## src/rtl/echo_indication_queue.sv

```systemverilog
// echo_indication_queue
//   Downstream stage of the echo block. Each heard(v) indication is tagged
//   with a running sequence number, buffered in a small circular FIFO and
//   forwarded to the host indication port msg(seq, v). Host backpressure is
//   absorbed by the FIFO, and delivered indications are counted.
//
// Ports
//   CLK         clock, all state on rising edge
//   nRST        asynchronous active-low reset
//   heard__ENA  enqueue strobe from echo (legal only while heard__RDY=1)
//   heard_v     32-bit value carried by heard
//   heard__RDY  1 when FIFO not full
//   msg__ENA    host indication msg invoked this cycle
//   msg_seq     sequence tag of head entry (0 while empty)
//   msg_v       value of head entry (0 while empty)
//   msg__RDY    host can accept msg this cycle
//   count       msg invocations since reset, saturating at 16'hFFFF
//   empty       FIFO empty
//   full        FIFO full
module echo_indication_queue #(
  parameter int DEPTH = 4,
  parameter int SEQ_W = 8
) (
  input  logic             CLK,
  input  logic             nRST,
  input  logic             heard__ENA,
  input  logic [31:0]      heard_v,
  output logic             heard__RDY,
  output logic             msg__ENA,
  output logic [SEQ_W-1:0] msg_seq,
  output logic [31:0]      msg_v,
  input  logic             msg__RDY,
  output logic [15:0]      count,
  output logic             empty,
  output logic             full
);

  localparam int PTR_W = (DEPTH > 1) ? $clog2(DEPTH) : 1;
  localparam int ENT_W = SEQ_W + 32;

  localparam logic [PTR_W-1:0] PTR_ONE  = PTR_W'(1);
  localparam logic [PTR_W:0]   OCC_ONE  = (PTR_W + 1)'(1);
  localparam logic [PTR_W:0]   OCC_FULL = (PTR_W + 1)'(DEPTH);
  localparam logic [SEQ_W-1:0] SEQ_ONE  = SEQ_W'(1);

  logic [ENT_W-1:0] mem [DEPTH];
  logic [PTR_W-1:0] rd_ptr;
  logic [PTR_W-1:0] wr_ptr;
  logic [PTR_W:0]   occ;
  logic [SEQ_W-1:0] seq;
  logic [ENT_W-1:0] head;
  logic             do_enq;
  logic             do_deq;

  // Flags come from registered occupancy only, so heard__RDY never depends
  // combinationally on heard__ENA; msg__RDY reaches only msg__ENA.
  assign empty      = (occ == '0);
  assign full       = (occ == OCC_FULL);
  assign heard__RDY = !full;
  assign msg__ENA   = !empty && msg__RDY;

  // An enqueue while full is dropped without consuming a sequence number.
  assign do_enq = heard__ENA && !full;
  assign do_deq = msg__ENA;

  assign head    = mem[rd_ptr];
  assign msg_seq = empty ? '0 : head[ENT_W-1:32];
  assign msg_v   = empty ? '0 : head[31:0];

  // Storage write stage: contents are not reset, empty masks stale data.
  always_ff @(posedge CLK) begin
    if (do_enq) begin
      mem[wr_ptr] <= {seq, heard_v};
    end
  end

  // Control state stage: pointers wrap naturally since DEPTH is a power of two.
  always_ff @(posedge CLK or negedge nRST) begin
    if (!nRST) begin
      rd_ptr <= '0;
      wr_ptr <= '0;
      occ    <= '0;
      seq    <= '0;
      count  <= '0;
    end else begin
      if (do_enq) begin
        wr_ptr <= wr_ptr + PTR_ONE;
        seq    <= seq + SEQ_ONE;
      end
      if (do_deq) begin
        rd_ptr <= rd_ptr + PTR_ONE;
        if (count != 16'hFFFF) begin
          count <= count + 16'd1;
        end
      end
      case ({do_enq, do_deq})
        2'b10:   occ <= occ + OCC_ONE;
        2'b01:   occ <= occ - OCC_ONE;
        default: occ <= occ;
      endcase
    end
  end

endmodule

```

## config.mk

```make
export PLATFORM = sky130hd
export DESIGN_NAME = echo_indication_queue
export DESIGN_NICKNAME = d
export VERILOG_FILES = /design/src/rtl/echo_indication_queue.sv
export SDC_FILE = /design/constraint.sdc
export NUM_CORES = 1
export LEC_CHECK = 0
export CAP_MARGIN = 20
export CORE_MARGIN = 5
export CORE_UTILIZATION = 43
export DETAILED_ROUTE_END_ITERATION = 10
export MAX_ROUTING_LAYER = met4
export PLACE_DENSITY = 0.67
export SETUP_SLACK_MARGIN = 0.4
export SYNTH_ARGS = -nofsm -noshare
export SYNTH_HDL_FRONTEND = slang
export SYNTH_SLANG_ARGS = --single-unit
```

## constraint.sdc

```tcl
create_clock -name CLK -period 2.3 [get_ports CLK]
set_clock_uncertainty 0.15 [all_clocks]
set_input_delay 0.69 -clock CLK [delete_from_list [all_inputs] [get_ports CLK]]
set_output_delay 0.69 -clock CLK [all_outputs]
set_load 0.05 [all_outputs]
```

# == Word level (Yosys, flattened, before mapping) ==
# Memory sizes are Yosys's and may differ from the RTL's.
# Cells that the tools add are included.
# word_totals
ram_bits,160
memories,1
input_bits,36
regBits,31
wordCells,28
out_inout_bits,60
# memory_table
name,words,width,rd,rd_clocked_by_memory_dff,write_ports,line,text
mem,4,40,1,0,1,46,logic [ENT_W-1:0] mem [DEPTH];
# op_classes
n_eq_ne,4
add_sub_neg,6
n_reduce_logical,7
mux,5
# op_table
operator,count
$mux 32,1
$add 16x1->16 const B,1
$ne 16x16->1 const B,1
$add 8x1->8 const B,1
$mux 8,1
$pmux 3 s2,1
$add 2x1->2 const B,2
$add 3x1->3 const B,1
$eq 3x3->1 const B,1
$logic_not 3->1,1
$sub 3x1->3 const B,1
$eq 2x1->1 const B,1
$eq 2x2->1 const B,1
$logic_and 1x1->1,2
$logic_not 1->1,2
$mux 1,2
$reduce_and 2->1,1
$reduce_bool 2->1,1

# == Depth between registers and ports, before layout ==
# logic_depth
word_depth,5
depth_mapped,11
depth_no_buf,9

# == Worst setup path before layout ==
# OpenSTA, ideal clock, no wires.
# synth_path
kind,reg-to-output
startpoint,register occ[2]
endpoint,output msg_v[22]
path_buffers,1
slack_ns,-0.388
t_required_ns,1.460
arrival_time_ns,1.848
path_stages_with_launch,4
cell_sequence,dfrtp_1 nor3_1 clkbuf_1 nor2b_1
# synth_via
elab_chain_cells,2
# synth_rtl
item,line,text
start: declaration,49,logic [PTR_W:0] occ;
start signal: assignment,97,2'b10: occ <= occ + OCC_ONE;
start signal: assignment,98,2'b01: occ <= occ - OCC_ONE;
$logic_not 3->1,57,assign empty = (occ == '0);
via empty,34,"output logic empty,"
$mux 32,68,assign msg_v = empty ? '0 : head[31:0];
end: declaration,31,"output logic [31:0] msg_v,"
# The timed path passes the listed nets, and every way through them passes these cells.

# == Worst setup path in the final report ==
# layout_path
startpoint,register rd_ptr[0]
endpoint,output msg_v[31]
# layout_via
elab_chain_cells,2
# layout_rtl
item,line,text
start: declaration,47,logic [PTR_W-1:0] rd_ptr;
start signal: assignment,91,rd_ptr <= rd_ptr + PTR_ONE;
$mem_v2 4x40,--,
$mux 32,68,
# No other way between the ends.

==> flow_metrics.tcl <==
set metrics [dict create \
    status "finished, violations left" \
    violations "setup timing" \
    layout_commonest_cell "edfxtp_1" \
    drv_slew 0 \
    p_clk_frac 0.172 \
    regToRegEndpoint "occ[2]" \
    grt_pass1_wl_mm 24.6 \
    die_y_um 143 \
    clock_latency_ns 0.44 \
    switchingPower_w 0.00645 \
    dpl-instance-area_um2 9430 \
    drive_gt1_frac 0.550 \
    hold_path_class "register to register" \
    n_fill_cell 1123 \
    antenna_left 0 \
    grt_pass1_vias 4406 \
    cts_root_buffer "clkbuf_16" \
    synth.top_cell.area_share 0.633 \
    gp_congestion 0.826 \
    clk_pin_slew_ns 0.07 \
    path_class "register to output pin" \
    whs_ns 0.340 \
    ios 96 \
    htreeDepth 4 \
    yosys_warnings 0 \
    drc 0 \
    grtUsageMet3 0.0392 \
    cp_max_fo 17 \
    hold_viol_final 0 \
    cts_buffers 17 \
    internal-power_w 0.0105 \
    cp.buffers_inverters 2 \
    max_freq_mhz 359 \
    critPathMaxStageDelay_ns 0.55 \
    p_sw_frac 0.381 \
    r2r_cells 14 \
    synth-seq-cells 191 \
    leakage_nw 4.32 \
    finalSetupViolCount 46 \
    finalCritPeriodShare 1.21 \
    timing.critical_path.to "msg_v[31]" \
    max-vdd-ir-drop_uv 985 \
    met1_usage 0.218 \
    cts_tree "done" \
    most-common-layout-cells "160 x edfxtp_1, 70 x buf_6, 41 x buf_4" \
    grt_overflow 0 \
    synthTopCellsByArea "edfxtp_1 63%, mux4_2 12%, dfrtp_1 10%, nor2b_1 3.3%, xnor2_1 1.6%" \
    reg2reg_slack_ns -0.12 \
    clockBufferDepth 2 \
    startpoint_type "register" \
    finalNetCount 629 \
    antenna_found_initial 0 \
    rows 48 \
    start_util 0.439 \
    crit_path_top_delay_cell "mux4_2" \
    synth_cell_types 34 \
    vias 4241 \
    ys_async_sr_fraction 0.162 \
    synth_area_um2 7580 \
    timing.rr.start "occ[1]" \
    dp.cells 730 \
    synth_fp_nets 437 \
    worst_slew_margin_rel 0.638 \
    finalNonFillerCells 823 \
    synth_edf_count 160 \
    fin_area_um2 11300 \
    hpwlAfterDp_mm 9.81 \
    yosys.area.top_type "edfxtp_1" \
    pwr-share-comb 0.530 \
    crit_required_ns 1.46 \
    die_x_um 143 \
    dp_slack_ns -0.213 \
    dr.first_iter.drc_count 251 \
    setup_ws_ns -0.484 \
    port_buffers 95 \
    critical_path_depth 4 \
    seqPwrFrac 0.298 \
    ys_seq_area_frac 0.736 \
    finalWirelength_mm 17.0 \
    setup_tns_ns -18.94 \
    dieArea_um2 20400 \
    power.density_nw_per_um2 1490 \
    cts_sinks 191 \
    dr.pass1.iters 4 \
    grt_setup_unrepaired "yes" \
    viasPerCell 5.15 \
    crit_path_end_kind "output pin" \
    synthToLayoutAreaGrowth_pct 49.4 \
    core_area_um2 17300 \
    n_antenna_cell 0 \
    worst_pin_slew_ns 0.541 \
    gr-usage-all-layers 0.168 \
    avgSynthCellArea_um2 19.3 \
    synthFlopType "edfxtp_1" \
    cp-startpoint "rd_ptr[0]" \
    cts_hold_buf 0 \
    period_needed_ns 2.78 \
    routedWlPerCell_um 20.6 \
    maxCapViolations 0 \
    crit_arrival_ns 1.94 \
    met2_usage 0.266 \
    path_delay_family "multiplexers" \
    grt.busiest_layer "met2" \
    synthCells 393 \
    path_cells "buf_12, mux4_2, nor2b_4, buf_6" \
    grt_max_degree 32 \
]
## through the flow
stage	total power, W	utilization
6_report	0.0169	0.655
5_1_grt	0.0176	0.655
4_1_cts	0.0165	0.622
3_5_place_dp	0.0125	0.545
3_3_place_gp	0.0124	0.545
2_1_floorplan	0.0103	-
## how the worst min path moves through the flow
stage | from | endpoint | slack (ns) | cells past startpoint
3_3_place_gp | count[11] | count[11] | 0.32 | 1
2_1_floorplan | nRST | count[0] | 0.24 | 0
3_5_place_dp | count[11] | count[11] | 0.32 | 1
5_1_grt | count[11] | count[11] | 0.35 | 1
4_1_cts | count[11] | count[11] | 0.33 | 1
6_report | count[15] | count[15] | 0.34 | 1
## registers in the layout, indices dropped and copies added (netlist names)
| name | flops |
|---|---|
| rd_ptr | 2 |
| count | 16 |
| occ | 3 |
| mem | 160 |
| seq | 8 |
| wr_ptr | 2 |
## per-layer routing
layer / part of all wire / routed length, um
met1: 0.41 / 7030
met2: 0.52 / 8770
met3: 0.050 / 856
met4: 0.017 / 295
met5: 0 / 0
## cell usage after synthesis, types with 3 or more instances
cell and instances:
edfxtp_1 160, mux4_2 40, nor2b_1 40, dfrtp_1 31, xnor2_1 14, xor2_1 14
inv_1 10, nand2_1 10, and3_1 9, ha_1 7, buf_2 6, clkbuf_1 6
nand4_1 6, nor3_1 6, nor2_1 5, buf_1 4, nand3_1 4, nor3b_1 3
## logic make-up (layout without fill, tap and decap cells)
logic type               count (synthesis)  in the layout  synth area share
buffers and inverters                   27            232            0.0153
AND/OR/NAND/NOR                         95             95            0.0785
multiplexers                            42             42             0.122
flip-flops                             191            191             0.736
adder cells (fa/ha/maj)                  8              8            0.0142
XOR/XNOR                                28             28            0.0323
AO/OA/AOI/OAI                            2              2           0.00231
## power groups by stage
stage                     Sequential, W  Clock, W  Combinational, W
after floorplan                 0.00515         0           0.00511
after global placement          0.00505         0           0.00734
after detailed placement        0.00512         0           0.00739
after CTS                       0.00504   0.00295           0.00851
after global routing            0.00512   0.00311           0.00938
final                           0.00505   0.00291           0.00898
## area by class of cell
class                      instances  area (um2)  area share
sequential                       191        5610       0.495
multi-input combinational        175        2440       0.215
timing repair buffer             190        2370       0.209
clock buffer                      17         425      0.0375
tap                              225         282      0.0248
clock inverter                    15         168      0.0148
inverter                          10        42.5     0.00375
## what timing repair did
action | CTS | global route
endpoints found under the setup margin | 132 | 230
pin swaps | 14 | 29
gates cloned | 7 | 7
setup buffers | 30 | 17
resized for setup | 90 | 55
(Power assumes the default switching activity.)
